`src/rtl/lcd_sched.sv`:
```
// HD44780 write scheduler: buffers received bytes, runs the power-up/init sequence, then paces
// each byte onto the LCD bus. Define LCD_SCHED_AUTOWRAP_EN to insert line-address commands every 16 characters.
module lcd_sched #(
  parameter int PAYLOAD_BITS   = 8,
  parameter int EN_PULSE_CYC   = 16,
  parameter int CMD_WAIT_CYC   = 1080,
  parameter int CLR_WAIT_CYC   = 44280,
  parameter int PWRUP_WAIT_CYC = 405000,
  parameter int FIFO_DEPTH     = 4
) (
  input  logic                    CLK_I,
  input  logic                    RST_I,
  input  logic [PAYLOAD_BITS-1:0] BYTE_I,
  input  logic                    BYTE_VLD_I,
  output logic                    BYTE_RDY_O,
  output logic                    OVF_O,
  output logic                    BUSY_O,
  output logic                    LCD_RW_O,
  output logic                    LCD_EN_O,
  output logic                    LCD_RS_O,
  output logic [PAYLOAD_BITS-1:0] LCD_DATA_O
);

  localparam int MAX_A   = (EN_PULSE_CYC > CMD_WAIT_CYC) ? EN_PULSE_CYC : CMD_WAIT_CYC;
  localparam int MAX_B   = (CLR_WAIT_CYC > PWRUP_WAIT_CYC) ? CLR_WAIT_CYC : PWRUP_WAIT_CYC;
  localparam int MAX_CYC = (MAX_A > MAX_B) ? MAX_A : MAX_B;
  localparam int CNT_W   = $clog2(MAX_CYC + 1);
  localparam int AW      = $clog2(FIFO_DEPTH);

  localparam logic [PAYLOAD_BITS-1:0] CR_BYTE = PAYLOAD_BITS'(8'h0D);
  localparam logic [PAYLOAD_BITS-1:0] CLR_CMD = PAYLOAD_BITS'(8'h01);

  typedef enum logic [2:0] {PWRUP, INIT, IDLE, SETUP, PULSE, WAIT} state_t;

  function automatic logic [PAYLOAD_BITS-1:0] init_cmd(input logic [2:0] idx);
    case (idx)
      3'd0:    init_cmd = PAYLOAD_BITS'(8'h38);
      3'd1:    init_cmd = PAYLOAD_BITS'(8'h0C);
      3'd2:    init_cmd = PAYLOAD_BITS'(8'h06);
      default: init_cmd = PAYLOAD_BITS'(8'h01);
    endcase
  endfunction

  // byte buffer
  logic [PAYLOAD_BITS-1:0] mem [FIFO_DEPTH];
  logic [AW:0]             wr_ptr, rd_ptr, level;
  logic                    full, empty, push, pop, ovf;
  logic [PAYLOAD_BITS-1:0] head;

  assign level = wr_ptr - rd_ptr;
  assign full  = (level == (AW+1)'(FIFO_DEPTH));
  assign empty = (wr_ptr == rd_ptr);
  assign push  = BYTE_VLD_I && !full;
  assign head  = mem[rd_ptr[AW-1:0]];

  always_ff @(posedge CLK_I) begin
    if (push) mem[wr_ptr[AW-1:0]] <= BYTE_I;
  end

  always_ff @(posedge CLK_I or posedge RST_I) begin
    if (RST_I) begin
      wr_ptr <= '0;
      rd_ptr <= '0;
      ovf    <= 1'b0;
    end else begin
      if (push) wr_ptr <= wr_ptr + (AW+1)'(1);
      if (pop)  rd_ptr <= rd_ptr + (AW+1)'(1);
      ovf <= BYTE_VLD_I && full;
    end
  end

  // sequencer
  state_t                  state, state_nxt;
  logic [CNT_W-1:0]        cnt;
  logic [2:0]              init_idx;
  logic                    cur_rs;
  logic [PAYLOAD_BITS-1:0] cur_data;
  logic                    cnt_clr, load, load_rs, init_inc, wait_done;
  logic [PAYLOAD_BITS-1:0] load_data;
`ifdef LCD_SCHED_AUTOWRAP_EN
  logic [4:0]              column;
  logic                    pend, pend_c0, col_clr, pend_clr;
`endif

  // clear needs the long settle time, everything else the short one
  assign wait_done = (!cur_rs && cur_data == CLR_CMD) ? (cnt == CNT_W'(CLR_WAIT_CYC - 1))
                                                      : (cnt == CNT_W'(CMD_WAIT_CYC - 1));

  always_comb begin
    state_nxt = state;
    cnt_clr   = 1'b0;
    pop       = 1'b0;
    load      = 1'b0;
    load_rs   = 1'b0;
    load_data = '0;
    init_inc  = 1'b0;
`ifdef LCD_SCHED_AUTOWRAP_EN
    col_clr   = 1'b0;
    pend_clr  = 1'b0;
`endif
    case (state)
      PWRUP: begin
        if (cnt == CNT_W'(PWRUP_WAIT_CYC - 1)) begin
          state_nxt = INIT;
          cnt_clr   = 1'b1;
        end
      end
      INIT: begin
        load      = 1'b1;
        load_data = init_cmd(init_idx);
        init_inc  = 1'b1;
        state_nxt = SETUP;
        cnt_clr   = 1'b1;
`ifdef LCD_SCHED_AUTOWRAP_EN
        col_clr   = 1'b1;
`endif
      end
      IDLE: begin
        if (!empty) begin
          pop       = 1'b1;
          load      = 1'b1;
          state_nxt = SETUP;
          cnt_clr   = 1'b1;
          if (head == CR_BYTE) begin
            load_data = CLR_CMD;
`ifdef LCD_SCHED_AUTOWRAP_EN
            col_clr   = 1'b1;
`endif
          end else begin
            load_data = head;
            load_rs   = 1'b1;
          end
        end
      end
      SETUP: begin
        state_nxt = PULSE;
        cnt_clr   = 1'b1;
      end
      PULSE: begin
        if (cnt == CNT_W'(EN_PULSE_CYC - 1)) begin
          state_nxt = WAIT;
          cnt_clr   = 1'b1;
        end
      end
      WAIT: begin
        if (wait_done) begin
          cnt_clr = 1'b1;
          if (init_idx != 3'd4) begin
            state_nxt = INIT;
`ifdef LCD_SCHED_AUTOWRAP_EN
          end else if (pend) begin
            load      = 1'b1;
            load_data = pend_c0 ? PAYLOAD_BITS'(8'hC0) : PAYLOAD_BITS'(8'h80);
            pend_clr  = 1'b1;
            state_nxt = SETUP;
`endif
          end else begin
            state_nxt = IDLE;
          end
        end
      end
      default: state_nxt = PWRUP;
    endcase
  end

  always_ff @(posedge CLK_I or posedge RST_I) begin
    if (RST_I) begin
      state    <= PWRUP;
      cnt      <= '0;
      init_idx <= '0;
      cur_rs   <= 1'b0;
      cur_data <= '0;
`ifdef LCD_SCHED_AUTOWRAP_EN
      column   <= '0;
      pend     <= 1'b0;
      pend_c0  <= 1'b0;
`endif
    end else begin
      state <= state_nxt;
      cnt   <= cnt_clr ? '0 : cnt + CNT_W'(1);
      if (init_inc) init_idx <= init_idx + 3'd1;
      if (load) begin
        cur_rs   <= load_rs;
        cur_data <= load_data;
      end
`ifdef LCD_SCHED_AUTOWRAP_EN
      // column wraps 31->0 on the 32nd write, which is exactly the return to line 1
      if (col_clr) begin
        column <= '0;
      end else if (load && load_rs) begin
        column <= column + 5'd1;
        if (column == 5'd15) begin
          pend    <= 1'b1;
          pend_c0 <= 1'b1;
        end else if (column == 5'd31) begin
          pend    <= 1'b1;
          pend_c0 <= 1'b0;
        end
      end
      if (pend_clr) pend <= 1'b0;
`endif
    end
  end

  assign BYTE_RDY_O = !full;
  assign OVF_O      = ovf;
  assign BUSY_O     = !(state == IDLE && empty);
  assign LCD_RW_O   = 1'b0;
  assign LCD_EN_O   = (state == PULSE);
  assign LCD_RS_O   = cur_rs;
  assign LCD_DATA_O = cur_data;

endmodule

```
`config.mk`:
```
export PLATFORM = sky130hd
export DESIGN_NAME = lcd_sched
export DESIGN_NICKNAME = d
export VERILOG_FILES = /design/src/rtl/lcd_sched.sv
export SDC_FILE = /design/constraint.sdc
export NUM_CORES = 1
export LEC_CHECK = 0
export ABC_AREA = 1
export CORE_UTILIZATION = 59
export CTS_BUF_LIST = sky130_fd_sc_hd__clkbuf_8 sky130_fd_sc_hd__clkbuf_16
export DETAILED_ROUTE_END_ITERATION = 16
export PLACE_DENSITY_LB_ADDON = 0.25
export SETUP_SLACK_MARGIN = 0.1
export SLEW_MARGIN = 20
export SYNTH_ARGS = -nofsm -noshare
export SYNTH_HDL_FRONTEND = slang
export SYNTH_SLANG_ARGS = --single-unit
```
`constraint.sdc`:
```
create_clock -name CLK_I -period 2.8 [get_ports CLK_I]
set_clock_uncertainty 0.2 [all_clocks]
set_input_delay 0.7 -clock CLK_I [delete_from_list [all_inputs] [get_ports CLK_I]]
set_output_delay 0.7 -clock CLK_I [all_outputs]
set_load 0.1 [all_outputs]
```
==> impl_metrics.tcl <==
set metrics [dict create \
    max_freq_mhz 377 \
    drt-initial-drc-count 215 \
    core_area_um2 5990 \
    vdd_drop_max_v 0.000515 \
    wl_per_cell_um 13.7 \
    grt_start_max_net_pins 42 \
    cts_sinks 73 \
    setup_tns_ps 0 \
    cp.required_ps 1900 \
    muxShareOfSynthArea_pct 0 \
    rrSetupSlack_ps 680 \
    dr.pass1.iters 5 \
    p_int_w 0.00185 \
    syn_area_per_cell_um2 8.90 \
    place_congestion 0.903 \
    clock-root-buffer "clkbuf_8" \
    p_comb_share_pct 18.5 \
    syn_area_um2 3690 \
    start_util_pct 61.7 \
    htreeDepth 3 \
    seq_area_frac_synth_pct 53.8 \
    hold_viol_final 0 \
    worstMarginPinSlew_ps 513 \
    layout-drive-gt1-share_pct 13.1 \
    synthAdderAreaFrac_pct 4.06 \
    synth-compound-area-share_pct 3.42 \
    p_clk_share_pct 32.6 \
    max-slew-margin-rel_pct 65.8 \
    post_dp_cell_area_um2 4060 \
    synth_xor_area_share_pct 5.69 \
    die_area_um2 6580 \
    grt_pass1_wl_um 12000 \
    path_class "reg2out" \
    final_core_util_pct 71.9 \
    drt-met1-wl_um 3180 \
    synth_warnings 0 \
    insertion_delay_ps 360 \
    synth_nets 438 \
    synth.distinct_cells 29 \
    clock_path_buffers 2 \
    wl_um 7220 \
    numCtsBuffers 9 \
    async_flop_share_pct 56.2 \
    viasPerCell 5.33 \
    maxCapViolations 0 \
    grt_overflow 0 \
    syn_to_final_growth_pct 16.5 \
    hold_path_class "reg2reg" \
    std_cell_rows 28 \
    synthSimpleGateAreaFrac_pct 26.6 \
    first_global_vias 2639 \
    n_antenna_cell 0 \
    die_w_um 81.1 \
    rsz0062_at_grt "yes" \
    synthCells 415 \
    switchingPower_w 0.000814 \
    ios 25 \
    die-height_um 81.1 \
    slew_viol_final 0 \
    arrival_ps 1750 \
    cts_tree "yes" \
    p_seq_share_pct 48.9 \
    pre_cts_ws_ps 329 \
    top_layer_used "met4" \
    synth-edff-count 32 \
    power_w 0.00266 \
    nets 469 \
    status "finished, final reports clean" \
    finalCriticalPeriod_ps 2650 \
    numPortBuffers 23 \
    cts.clk_slew.worst_paths_ps 90 \
    start_kind "flop" \
    crit_fanout 5 \
    dr_total_vias 2804 \
    antenna_found_initial 0 \
    worst_slack_ps 149 \
    stdcell_area_um2 4310 \
    synth_top_family_by_area "simple AND/OR/NAND/NOR gates" \
    remaining_drc_errors 0 \
    setup_viol 0 \
    antenna_left 0 \
    timing.final.crit_share_pct 94.7 \
    grt_usage_pct 25.0 \
    dr_wl_met2_um 3640 \
    ys_seq_elements 73 \
    power_switching_share_pct 30.6 \
    met3_length_um 310 \
    p_leak_nw 1.89 \
    dp_hpwl_um 5250 \
    synthFlopType "dfrtp_1" \
    critPathCaptureType "primary output" \
    pwr_density_cell_nw_per_um2 618 \
]
==> final cells by class <==
type                    count  area, µm²
clock buffers               9        124
clock inverters             7       83.8
fillers                   464       1690
inverters                  49        196
multi-input cells         285       1540
flip-flops and latches     73       1990
well taps                  75       93.8
repair buffers             28        277
==> kinds of logic (layout without fill, tap and decap cells) <==
kind of cell             after synthesis  after routing
flip-flops                            73             73
AO/OA/AOI/OAI                         20             20
AND/OR/NAND/NOR                      228            228
adder cells (fa/ha/maj)               12             12
other                                  1              1
XOR/XNOR                              24             24
buffers and inverters                 57             93
==> cell usage after synthesis (2+ instances only) <==
cell type / n / area [µm²]
buf_2: 5 / 25.0
buf_4: 2 / 15.0
dfrtp_1: 41 / 1030
edfxtp_1: 32 / 961
ha_1: 12 / 150
inv_1: 47 / 176
nand2_1: 106 / 398
nand3_1: 39 / 195
nand4_1: 8 / 50.1
nor2_1: 51 / 191
nor2_2: 7 / 43.8
nor3_1: 13 / 65.1
o211ai_1: 5 / 37.5
o21ai_0: 8 / 40.0
o21ai_1: 2 / 10.0
o311ai_0: 2 / 17.5
xnor2_1: 2 / 17.5
xor2_1: 22 / 193
==> critical path, cell delays in order (launching register included) <==
cell      delay, ps
dfrtp_2         430
clkinv_8         70
ha_4            280
nand2_2          50
nand2_2          70
inv_2            30
nand2_1          60
nand4_1          90
buf_6           150
buf_12          160
==> path summary, 6_finish.rpt <==
check	startpoint	end	cells past startpoint
worst min-delay path	LCD_RS_O	LCD_RS_O	2
max in group asynchronous	RST_I	rd_ptr[1]	3
min in group asynchronous	RST_I	LCD_DATA_O[7]	3
worst max-delay path	rd_ptr[1]	BYTE_RDY_O	9
worst max register to register	rd_ptr[1]	mem[3][5]	9
worst min register to register	LCD_RS_O	LCD_RS_O	2
==> sequential cells by signal, indices dropped and copies added (netlist names) <==
register / flops
state: 3
mem: 32
LCD_RS_O: 1
wr_ptr: 3
LCD_DATA_O: 8
rd_ptr: 3
OVF_O: 1
cnt: 19
init_idx: 3
==> cells in the final DEF (no fill, tap or decap), types with 2 or more instances in the layout <==
cell | netlist | final
o21ai_0 | 8 | 8
inv_2 | 1 | 3
nand2_4 | 1 | 2
nand2_2 | 1 | 2
clkbuf_8 | 0 | 9
nand2_1 | 106 | 104
buf_4 | 2 | 14
o311ai_0 | 2 | 2
ha_1 | 12 | 10
o21ai_1 | 2 | 2
inv_6 | 0 | 4
dfrtp_1 | 41 | 40
ha_4 | 0 | 2
nor3_1 | 13 | 13
o211ai_1 | 5 | 5
nor2_2 | 7 | 7
inv_1 | 47 | 45
nor2_1 | 51 | 47
xnor2_1 | 2 | 2
xor2_1 | 22 | 22
buf_12 | 0 | 3
nor2_4 | 1 | 5
nand4_1 | 8 | 8
clkdlybuf4s50_1 | 0 | 10
edfxtp_1 | 32 | 32
nand3_1 | 39 | 38
==> per-layer routing <==
layer	up-vias	track usage, %
li1	1403	-
met1	1308	30.3
met2	81	42.2
met3	12	7.64
met4	0	8.39
met5	-	0
==> power groups by stage <==
stage	logic, W	registers [W]	clock network [W]
final	0.000491	0.00130	0.000868
after floorplan	0.000315	0.00133	0
after CTS	0.000467	0.00130	0.000884
after global placement	0.000438	0.00132	0
after global routing	0.000544	0.00131	0.000928
after detailed placement	0.000455	0.00132	0
==> through the flow <==
stage,std cells,hold WS [ps]
after floorplan,415,290
after global placement,508,298
after detailed placement,508,299
after CTS,525,323
after global routing,526,353
final,526,319
==> what timing repair did <==
action / 4_1_cts / 5_1_grt
pin swaps: 0 / 3
setup buffers: 1 / 1
gates resized for setup: 1 / 7
hold buffers: 0 / 0
endpoints found under the setup margin: 1 / 2
Power figures use the tool's default switching activity.
